`src/rtl/mem_port_arbiter_pkg.sv`:
```
// Shared types for the memory port arbiter: FSM states, grant owner, bus widths.
// Latency: n/a (types and constants only).
// Backpressure: n/a.
package mem_port_arbiter_pkg;

   localparam int ADDR_W = 64;
   localparam int DATA_W = 64;
   localparam int MASK_W = 8;

   typedef enum logic [1:0] {
      IDLE = 2'd0,
      REQ  = 2'd1,
      RESP = 2'd2
   } state_e;

   typedef enum logic {
      OWN_IF = 1'b0,
      OWN_LS = 1'b1
   } owner_e;

endpackage

```
`src/rtl/mem_arb_prio.sv`:
```
// Fetch vs load/store priority pick with anti-starvation counter for fetch.
// Latency: pick is combinational; counter updates on the grant strobe edge.
// Backpressure: none; the caller only strobes grant when it can take a request.
module mem_arb_prio #(
   parameter int unsigned STARVE_LIMIT = 4
) (
   input  logic clk,
   input  logic rst,
   input  logic if_req,
   input  logic ls_req,
   input  logic grant,
   output logic pick_if
);

   localparam int CW = $clog2(STARVE_LIMIT + 1);

   logic [CW-1:0] starve_cnt;

   // Load/store wins by default; fetch wins when alone or once it has lost STARVE_LIMIT times in a row.
   assign pick_if = if_req & (~ls_req | (starve_cnt == CW'(STARVE_LIMIT)));

   // Count consecutive LS grants that left a fetch waiting; any other grant clears the count.
   always_ff @(posedge clk or posedge rst) begin
      if (rst) begin
         starve_cnt <= '0;
      end else if (grant) begin
         if (pick_if || !if_req) begin
            starve_cnt <= '0;
         end else if (starve_cnt != CW'(STARVE_LIMIT)) begin
            starve_cnt <= starve_cnt + 1'b1;
         end
      end
   end

endmodule

```
`src/rtl/mem_port_arbiter.sv`:
```
// Shares one valid/ready memory port between instruction fetch and load/store, one transaction at a time.
// Latency: request to ack pulse is at least 3 cycles (grant, accept, response, registered ack).
// Backpressure: payload held stable while mem_ready is low; stall holds the core until the ack pulse.
module mem_port_arbiter
   import mem_port_arbiter_pkg::*;
#(
   parameter int unsigned STARVE_LIMIT = 4,
   parameter int unsigned TIMEOUT      = 255
) (
   input  logic              clk,
   input  logic              rst,
   input  logic              if_req,
   input  logic [ADDR_W-1:0] if_addr,
   output logic              if_ack,
   output logic [DATA_W-1:0] if_rdata,
   input  logic              ls_req,
   input  logic              ls_we,
   input  logic [ADDR_W-1:0] ls_addr,
   input  logic [DATA_W-1:0] ls_wdata,
   input  logic [MASK_W-1:0] ls_wmask,
   output logic              ls_ack,
   output logic [DATA_W-1:0] ls_rdata,
   output logic              mem_valid,
   input  logic              mem_ready,
   output logic [ADDR_W-1:0] mem_addr,
   output logic              mem_we,
   output logic [DATA_W-1:0] mem_wdata,
   output logic [MASK_W-1:0] mem_wmask,
   input  logic              mem_rvalid,
   input  logic [DATA_W-1:0] mem_rdata,
   output logic              stall,
   output logic              err
);

   localparam int TW = $clog2(TIMEOUT + 1);

   state_e        state;
   owner_e        owner;
   logic [TW-1:0] tmo_cnt;
   logic          pick_if;
   logic          grant;

   // No grant during the ack cycle: the requester is still dropping its req on that edge.
   assign grant = (state == IDLE) & (if_req | ls_req) & ~(if_ack | ls_ack);

   // Core freezes while any request is outstanding, released in the ack cycle.
   assign stall = (if_req | ls_req) & ~(if_ack | ls_ack);

   mem_arb_prio #(
      .STARVE_LIMIT (STARVE_LIMIT)
   ) u_prio (
      .clk     (clk),
      .rst     (rst),
      .if_req  (if_req),
      .ls_req  (ls_req),
      .grant   (grant),
      .pick_if (pick_if)
   );

   // Transaction FSM: latch the winner, present it on the port, then wait for response or timeout.
   always_ff @(posedge clk or posedge rst) begin
      if (rst) begin
         state     <= IDLE;
         owner     <= OWN_IF;
         tmo_cnt   <= '0;
         mem_valid <= 1'b0;
         mem_addr  <= '0;
         mem_we    <= 1'b0;
         mem_wdata <= '0;
         mem_wmask <= '0;
         if_ack    <= 1'b0;
         if_rdata  <= '0;
         ls_ack    <= 1'b0;
         ls_rdata  <= '0;
         err       <= 1'b0;
      end else begin
         if_ack <= 1'b0;
         ls_ack <= 1'b0;
         err    <= 1'b0;
         case (state)
            IDLE: begin
               if (grant) begin
                  owner     <= pick_if ? OWN_IF : OWN_LS;
                  mem_addr  <= pick_if ? if_addr : ls_addr;
                  mem_we    <= pick_if ? 1'b0 : ls_we;
                  mem_wdata <= pick_if ? '0 : ls_wdata;
                  mem_wmask <= pick_if ? '0 : ls_wmask;
                  mem_valid <= 1'b1;
                  state     <= REQ;
               end
            end
            REQ: begin
               if (mem_ready) begin
                  mem_valid <= 1'b0;
                  tmo_cnt   <= '0;
                  state     <= RESP;
               end
            end
            RESP: begin
               if (mem_rvalid) begin
                  if (owner == OWN_IF) begin
                     if_rdata <= mem_rdata;
                     if_ack   <= 1'b1;
                  end else begin
                     ls_rdata <= mem_rdata;
                     ls_ack   <= 1'b1;
                  end
                  state <= IDLE;
               end else if (tmo_cnt == TW'(TIMEOUT - 1)) begin
                  // Abort: the owner still gets its ack so the core can move on, flagged by err.
                  if (owner == OWN_IF) begin
                     if_rdata <= '0;
                     if_ack   <= 1'b1;
                  end else begin
                     ls_rdata <= '0;
                     ls_ack   <= 1'b1;
                  end
                  err   <= 1'b1;
                  state <= IDLE;
               end else begin
                  tmo_cnt <= tmo_cnt + 1'b1;
               end
            end
            default: begin
               state <= IDLE;
            end
         endcase
      end
   end

endmodule

```
`config.mk`:
```
export PLATFORM = sky130hd
export DESIGN_NAME = mem_port_arbiter
export DESIGN_NICKNAME = d
export VERILOG_FILES = /design/src/rtl/mem_port_arbiter_pkg.sv /design/src/rtl/mem_arb_prio.sv /design/src/rtl/mem_port_arbiter.sv
export SDC_FILE = /design/constraint.sdc
export NUM_CORES = 1
export LEC_CHECK = 0
export ABC_AREA = 1
export CORE_AREA = 3 3 206 208
export DETAILED_ROUTE_END_ITERATION = 7
export DIE_AREA = 0 0 209 211
export REMOVE_ABC_BUFFERS = 1
export SKIP_LAST_GASP = 1
export SLEW_MARGIN = 5
export SYNTH_ARGS = -nofsm -noshare
export SYNTH_HDL_FRONTEND = slang
export SYNTH_SLANG_ARGS = --single-unit
```
`constraint.sdc`:
```
create_clock -name clk -period 19.85 [get_ports clk]
set_clock_uncertainty 0.15 [all_clocks]
set_input_delay 1.985 -clock clk [delete_from_list [all_inputs] [get_ports clk]]
set_output_delay 1.985 -clock clk [all_outputs]
set_load 0.01 [all_outputs]
```
==> flow_results.org <==
** Synthesis
- Number of distinct standard cells referenced by the synthesized netlist :: 26
- Averaged over all synthesized cells, the footprint is between 8 and 9 µm².
- After synthesis the netlist holds a flip-flop and latch count of ~280.
- Yosys printed 0 warnings.
- Synth Area in XOR/XNOR :: 0.001445
- The share of the Yosys chip area taken by registers is 0.5843.
- Of the total synthesized cell area, the portion taken by AND, OR, NAND and NOR gates is 0.2643.
- Multiplexer share of the synthesized area :: 0
- Number of cells produced by synthesis :: roughly 1400
- Of the total synthesized cell area, the portion taken by full adders, half adders and majority gates is 0.004130.
- Complex-gate fraction of the synthesized area :: 0.08497
- After synthesis, the largest family of logic cells by area is simple AND/OR/NAND/NOR gates.
- Post-Syn Area :: ~12000 µm²

** Cells and area
- Fraction of layout cells with a size suffix above 1 :: 0.04499
- Share of the core filled with cells in the final layout :: 0.4623
- The final layout contains roughly 2100 nets.
- From synthesis to final layout, the design area changed by 55.41%.
- Fill cells in the final layout number 3936.
- The finished layout holds between 2000 and 2500 standard cells, fillers aside.
- Summing all flip-flop and latch instances after layout gives between 7000 and 8000 µm².
- Area used by multi-input combinational logic :: between 4000 and 5000 µm²

** Global routing
- Entering global routing, the biggest net connects 96 pins.
- The initial antenna violation count was 6.
- Gr usage total :: 0.2112
- After global routing the overflow that remains totals 0.
- Via count of the first global-routing pass :: 11731
- Global-route wire length before repair :: 72680 µm

** Timing
- Setup repair after global routing left no endpoint under its margin.
- Adding up every negative setup slack in the final design gives 0 ns.
- WHS :: around 0.32 ns
- Slew Viols, Final :: 0
- Number of hold violations in the final report :: 0
- The worst path needs approximately 5.7 ns of the cycle, external delays included.
- Setup violations remaining at the end of the flow were counted as 0.
- In this run the tightest slew margin relative to its limit is 0.3374.
- Tcrit/Tclk final :: 0.2875
- Derived from the worst setup path, the maximum achievable clock frequency is 175.2 MHz.
- For the pin with the worst max-slew slack, the measured transition is a little under 1 ns.

** Critical path
- CP Data Arrival Time :: around 3.6 ns
- Worst R2R Path Depth :: 9
- The number of buffers and inverters on the critical path is 4.
- Highest net fanout along the worst path :: between 60 and 70
- Largest incremental delay on the critical path :: 0.60 ns
- Instance count on the critical path :: 5
- Endpoint kind of the worst setup timing path :: output port
- The worst setup path is of the in -> out kind.
- Series of cell instances along the critical path :: buf_2, buf_4, o21ai_1, inv_1, clkdlybuf4s50_1
- Setup slack on the worst reg-to-reg path comes out at 16.58 ns.
- The worst setup path is launched from an input port.
- CP top delay family :: buffers and inverters
- On the critical path, the stage with the largest delay is an instance of sky130_fd_sc_hd__buf_4.
- Required arrival time at the worst endpoint :: around 18 ns
- In this run the critical register-to-register path is captured at mem_addr[41].
- The startpoint identified for the worst register-to-register timing path is u_prio.starve_cnt[0].

** Clock network
- Total setup buffers inserted after CTS :: 0
- Clock tree synthesis selected as its root buffer the cell sky130_fd_sc_hd__clkbuf_16.
- Hold_buf cts :: 0
- Number of instances resized during post-cts repair :: 0
- CTS Sinks :: roughly 280
- TritonCTS built the clock tree.
- CTS Buf Count :: 35
- The H-tree was split into 2 levels.
- Clock-pin slew was measured on the worst setup and hold paths at 0.06 ns.
- At the later pin of the worst-skew pair, clock insertion delay measures roughly 0.53 ns.
- The longest clock path from root to sink contains 3 buffers.

** Placed design
- Input and output buffers added on the ports amount to 540.
- Routability-driven placement finished with a final weighted congestion of approximately 0.83.
- Once placement completed, the tool counted placed cells totaling about 2300.
- Sum of net half-perimeters after detailed placement :: roughly 33000 µm

** Hold path
- Tightest Hold Check Type :: reg -> reg
- Hold Path Stages :: 2
- Launch point of the worst hold path :: ls_rdata[15]
- Endpoint of the worst hold-timing path :: ls_rdata[15]

** Route
- Router iterations before antenna repair :: 5
- After detailed routing, the average wire length per cell comes to around 20 µm.
- Met1 wire length :: around 20000 µm
- Detailed routing inserted a total of around 12000 vias.
- After detailed routing, the number of vias per cell comes to just under 5.
- Antenna viol nets, final :: 0
- Post-route DRC :: 0
- The routed design has between 40000 and 50000 µm of wire.
- After detailed routing, the met2 layer carries 22470 µm of wire.
- Uppermost metal layer occupied by signal nets :: met5
- Wire segments on met3 add up to between 4000 and 5000 µm in the final route.
- Starting DRT DRC Count :: around 1000

** Floorplanning
- For this configuration, the core starts out at a cell density of 0.2975.
- The die covers around 44000 µm².
- For this design the top-level I/O count stands at 541.
- The floorplan has between 70 and 80 rows.
- Die outline height :: around 210 µm
- Core outline area :: between 40000 and 50000 µm²
- Die X :: between 200 and 250 µm

** Outcome
- The flow ran to the end, and the final reports show no timing, DRC or antenna violations.

** Power and ir drop
- Peak supply drop :: about 0.000081 V
- Summed over all cells, the static leakage comes to approximately 8.6 nW.
- PD cells :: ~160 nW/µm²

** Job
- The tool flagged a number of max-cap violations equal to 0.
[cell type report]
class                   instances  share of cell area
diodes                          3           0.0003986
clock buffers                  56             0.05713
clock inverters                 6            0.003919
inverters                      21            0.004783
multi-input cells             945              0.2294
flip-flops and latches        283              0.3761
well taps                     532             0.03534
repair buffers                556              0.2930
[per-stage QoR]
| stage | total power, W | setup slack [ns] | area (µm²) |
|---|---|---|---|
| floorplan | 0.001519 | 9.908 | 11460 |
| global placement | 0.002314 | 14.14 | 17680 |
| detailed placement | 0.002334 | 14.15 | 17680 |
| CTS | 0.003000 | 14.14 | 18830 |
| global route | 0.003152 | 14.05 | 18830 |
| finish | 0.002960 | 14.14 | 18830 |
[state kept, by name (all words and copies together), names as in the netlist, 2 cells and up]
register           count
mem_wmask              8
if_rdata              64
state                  2
ls_rdata              64
mem_wdata             64
mem_addr              64
u_prio.starve_cnt      3
tmo_cnt                8
[worst max-delay path by stage]
stage / from / endpoint / slack (ns)
after detailed placement: if_req / stall / 14.15
after floorplan: rst / err / 9.91
after global routing: if_req / stall / 14.05
final: if_req / stall / 14.14
after CTS: if_req / stall / 14.14
after global placement: if_req / stall / 14.14
[metal layers]
layer | up-vias | GRT usage
met2 | 520 | 0.3324
met1 | 5708 | 0.2657
met4 | 10 | 0.07598
li1 | 5538 | -
met5 | - | 0
met3 | 88 | 0.08273
[cells in the final DEF (no fill, tap or decap)]
cell,n
sky130_fd_sc_hd__nand2_1,504
sky130_fd_sc_hd__inv_6,2
sky130_fd_sc_hd__ha_1,4
sky130_fd_sc_hd__diode_2,3
sky130_fd_sc_hd__o21ai_0,70
sky130_fd_sc_hd__clkdlybuf4s50_1,538
sky130_fd_sc_hd__clkbuf_8,10
sky130_fd_sc_hd__bufinv_16,1
sky130_fd_sc_hd__nand3_1,81
sky130_fd_sc_hd__nand2_2,3
sky130_fd_sc_hd__a21oi_1,65
sky130_fd_sc_hd__nor3_1,2
sky130_fd_sc_hd__nand2_4,1
sky130_fd_sc_hd__o21ai_1,66
sky130_fd_sc_hd__inv_1,17
sky130_fd_sc_hd__buf_4,17
sky130_fd_sc_hd__clkbuf_1,10
sky130_fd_sc_hd__buf_2,1
sky130_fd_sc_hd__clkinv_8,1
sky130_fd_sc_hd__inv_8,1
sky130_fd_sc_hd__nor2_1,11
sky130_fd_sc_hd__or2_1,1
sky130_fd_sc_hd__nor2_2,1
sky130_fd_sc_hd__o21bai_1,1
sky130_fd_sc_hd__nand3_2,2
sky130_fd_sc_hd__clkbuf_16,36
sky130_fd_sc_hd__o31ai_1,1
sky130_fd_sc_hd__clkinv_2,3
sky130_fd_sc_hd__dfrtp_1,282
sky130_fd_sc_hd__xnor2_1,2
sky130_fd_sc_hd__inv_2,1
sky130_fd_sc_hd__dfrtp_2,1
sky130_fd_sc_hd__nand4_1,128
sky130_fd_sc_hd__nor2_4,1
sky130_fd_sc_hd__inv_4,1
sky130_fd_sc_hd__a21oi_2,1
[worst register-to-register path, cell delays in order, from the launching register on]
cell and delay [ns]:
sky130_fd_sc_hd__dfrtp_1 0.38, sky130_fd_sc_hd__inv_1 0.09, sky130_fd_sc_hd__ha_1 0.14, sky130_fd_sc_hd__nand2_1 0.09, sky130_fd_sc_hd__nand2_2 0.07, sky130_fd_sc_hd__buf_4 0.62, sky130_fd_sc_hd__nand2_4 0.54, sky130_fd_sc_hd__buf_4 0.54
sky130_fd_sc_hd__o21ai_0 0.45, sky130_fd_sc_hd__o21ai_1 0.10
[cells by family (layout without fill, tap and decap cells)]
kind of cell,Yosys count,in the layout
flops,283,283
compound gates,204,204
xor+xnor,2,2
fa+ha+maj,4,4
buf+inv,136,639
simple gates,735,735
other cells,0,3
[power by group]
part	total [W]	internal (W)	switching (W)
Combinational	0.00133	0.000626	0.000701
Sequential	0.000991	0.000841	0.000150
Clock	0.000641	0.000385	0.000256
Total	0.00296	0.00185	0.00111
[synthesized netlist by cell type]
cell type	n	area, µm²
sky130_fd_sc_hd__nor2_1	11	41.29
sky130_fd_sc_hd__o21ai_0	70	350.3
sky130_fd_sc_hd__buf_1	5	18.77
sky130_fd_sc_hd__a21oi_2	1	8.760
sky130_fd_sc_hd__o31ai_1	1	7.510
sky130_fd_sc_hd__nor3_1	2	10.01
sky130_fd_sc_hd__a21oi_1	65	325.3
sky130_fd_sc_hd__xnor2_1	2	17.52
sky130_fd_sc_hd__or2_1	1	6.260
sky130_fd_sc_hd__nor2_2	1	6.260
sky130_fd_sc_hd__dfrtp_1	283	7082
sky130_fd_sc_hd__buf_4	8	60.06
sky130_fd_sc_hd__o21ai_1	66	330.3
sky130_fd_sc_hd__inv_1	19	71.32
sky130_fd_sc_hd__o21bai_1	1	7.510
sky130_fd_sc_hd__nand3_1	83	415.4
sky130_fd_sc_hd__buf_6	23	259.0
sky130_fd_sc_hd__nand2_2	2	12.51
sky130_fd_sc_hd__nand2_1	506	1899
sky130_fd_sc_hd__nor2_4	1	11.26
sky130_fd_sc_hd__ha_1	4	50.05
sky130_fd_sc_hd__inv_2	2	7.510
sky130_fd_sc_hd__clkbuf_1	60	225.2
sky130_fd_sc_hd__buf_2	17	85.08
sky130_fd_sc_hd__clkbuf_2	2	10.01
sky130_fd_sc_hd__nand4_1	128	800.8
Note: power is estimated with default switching activity, not from simulation.
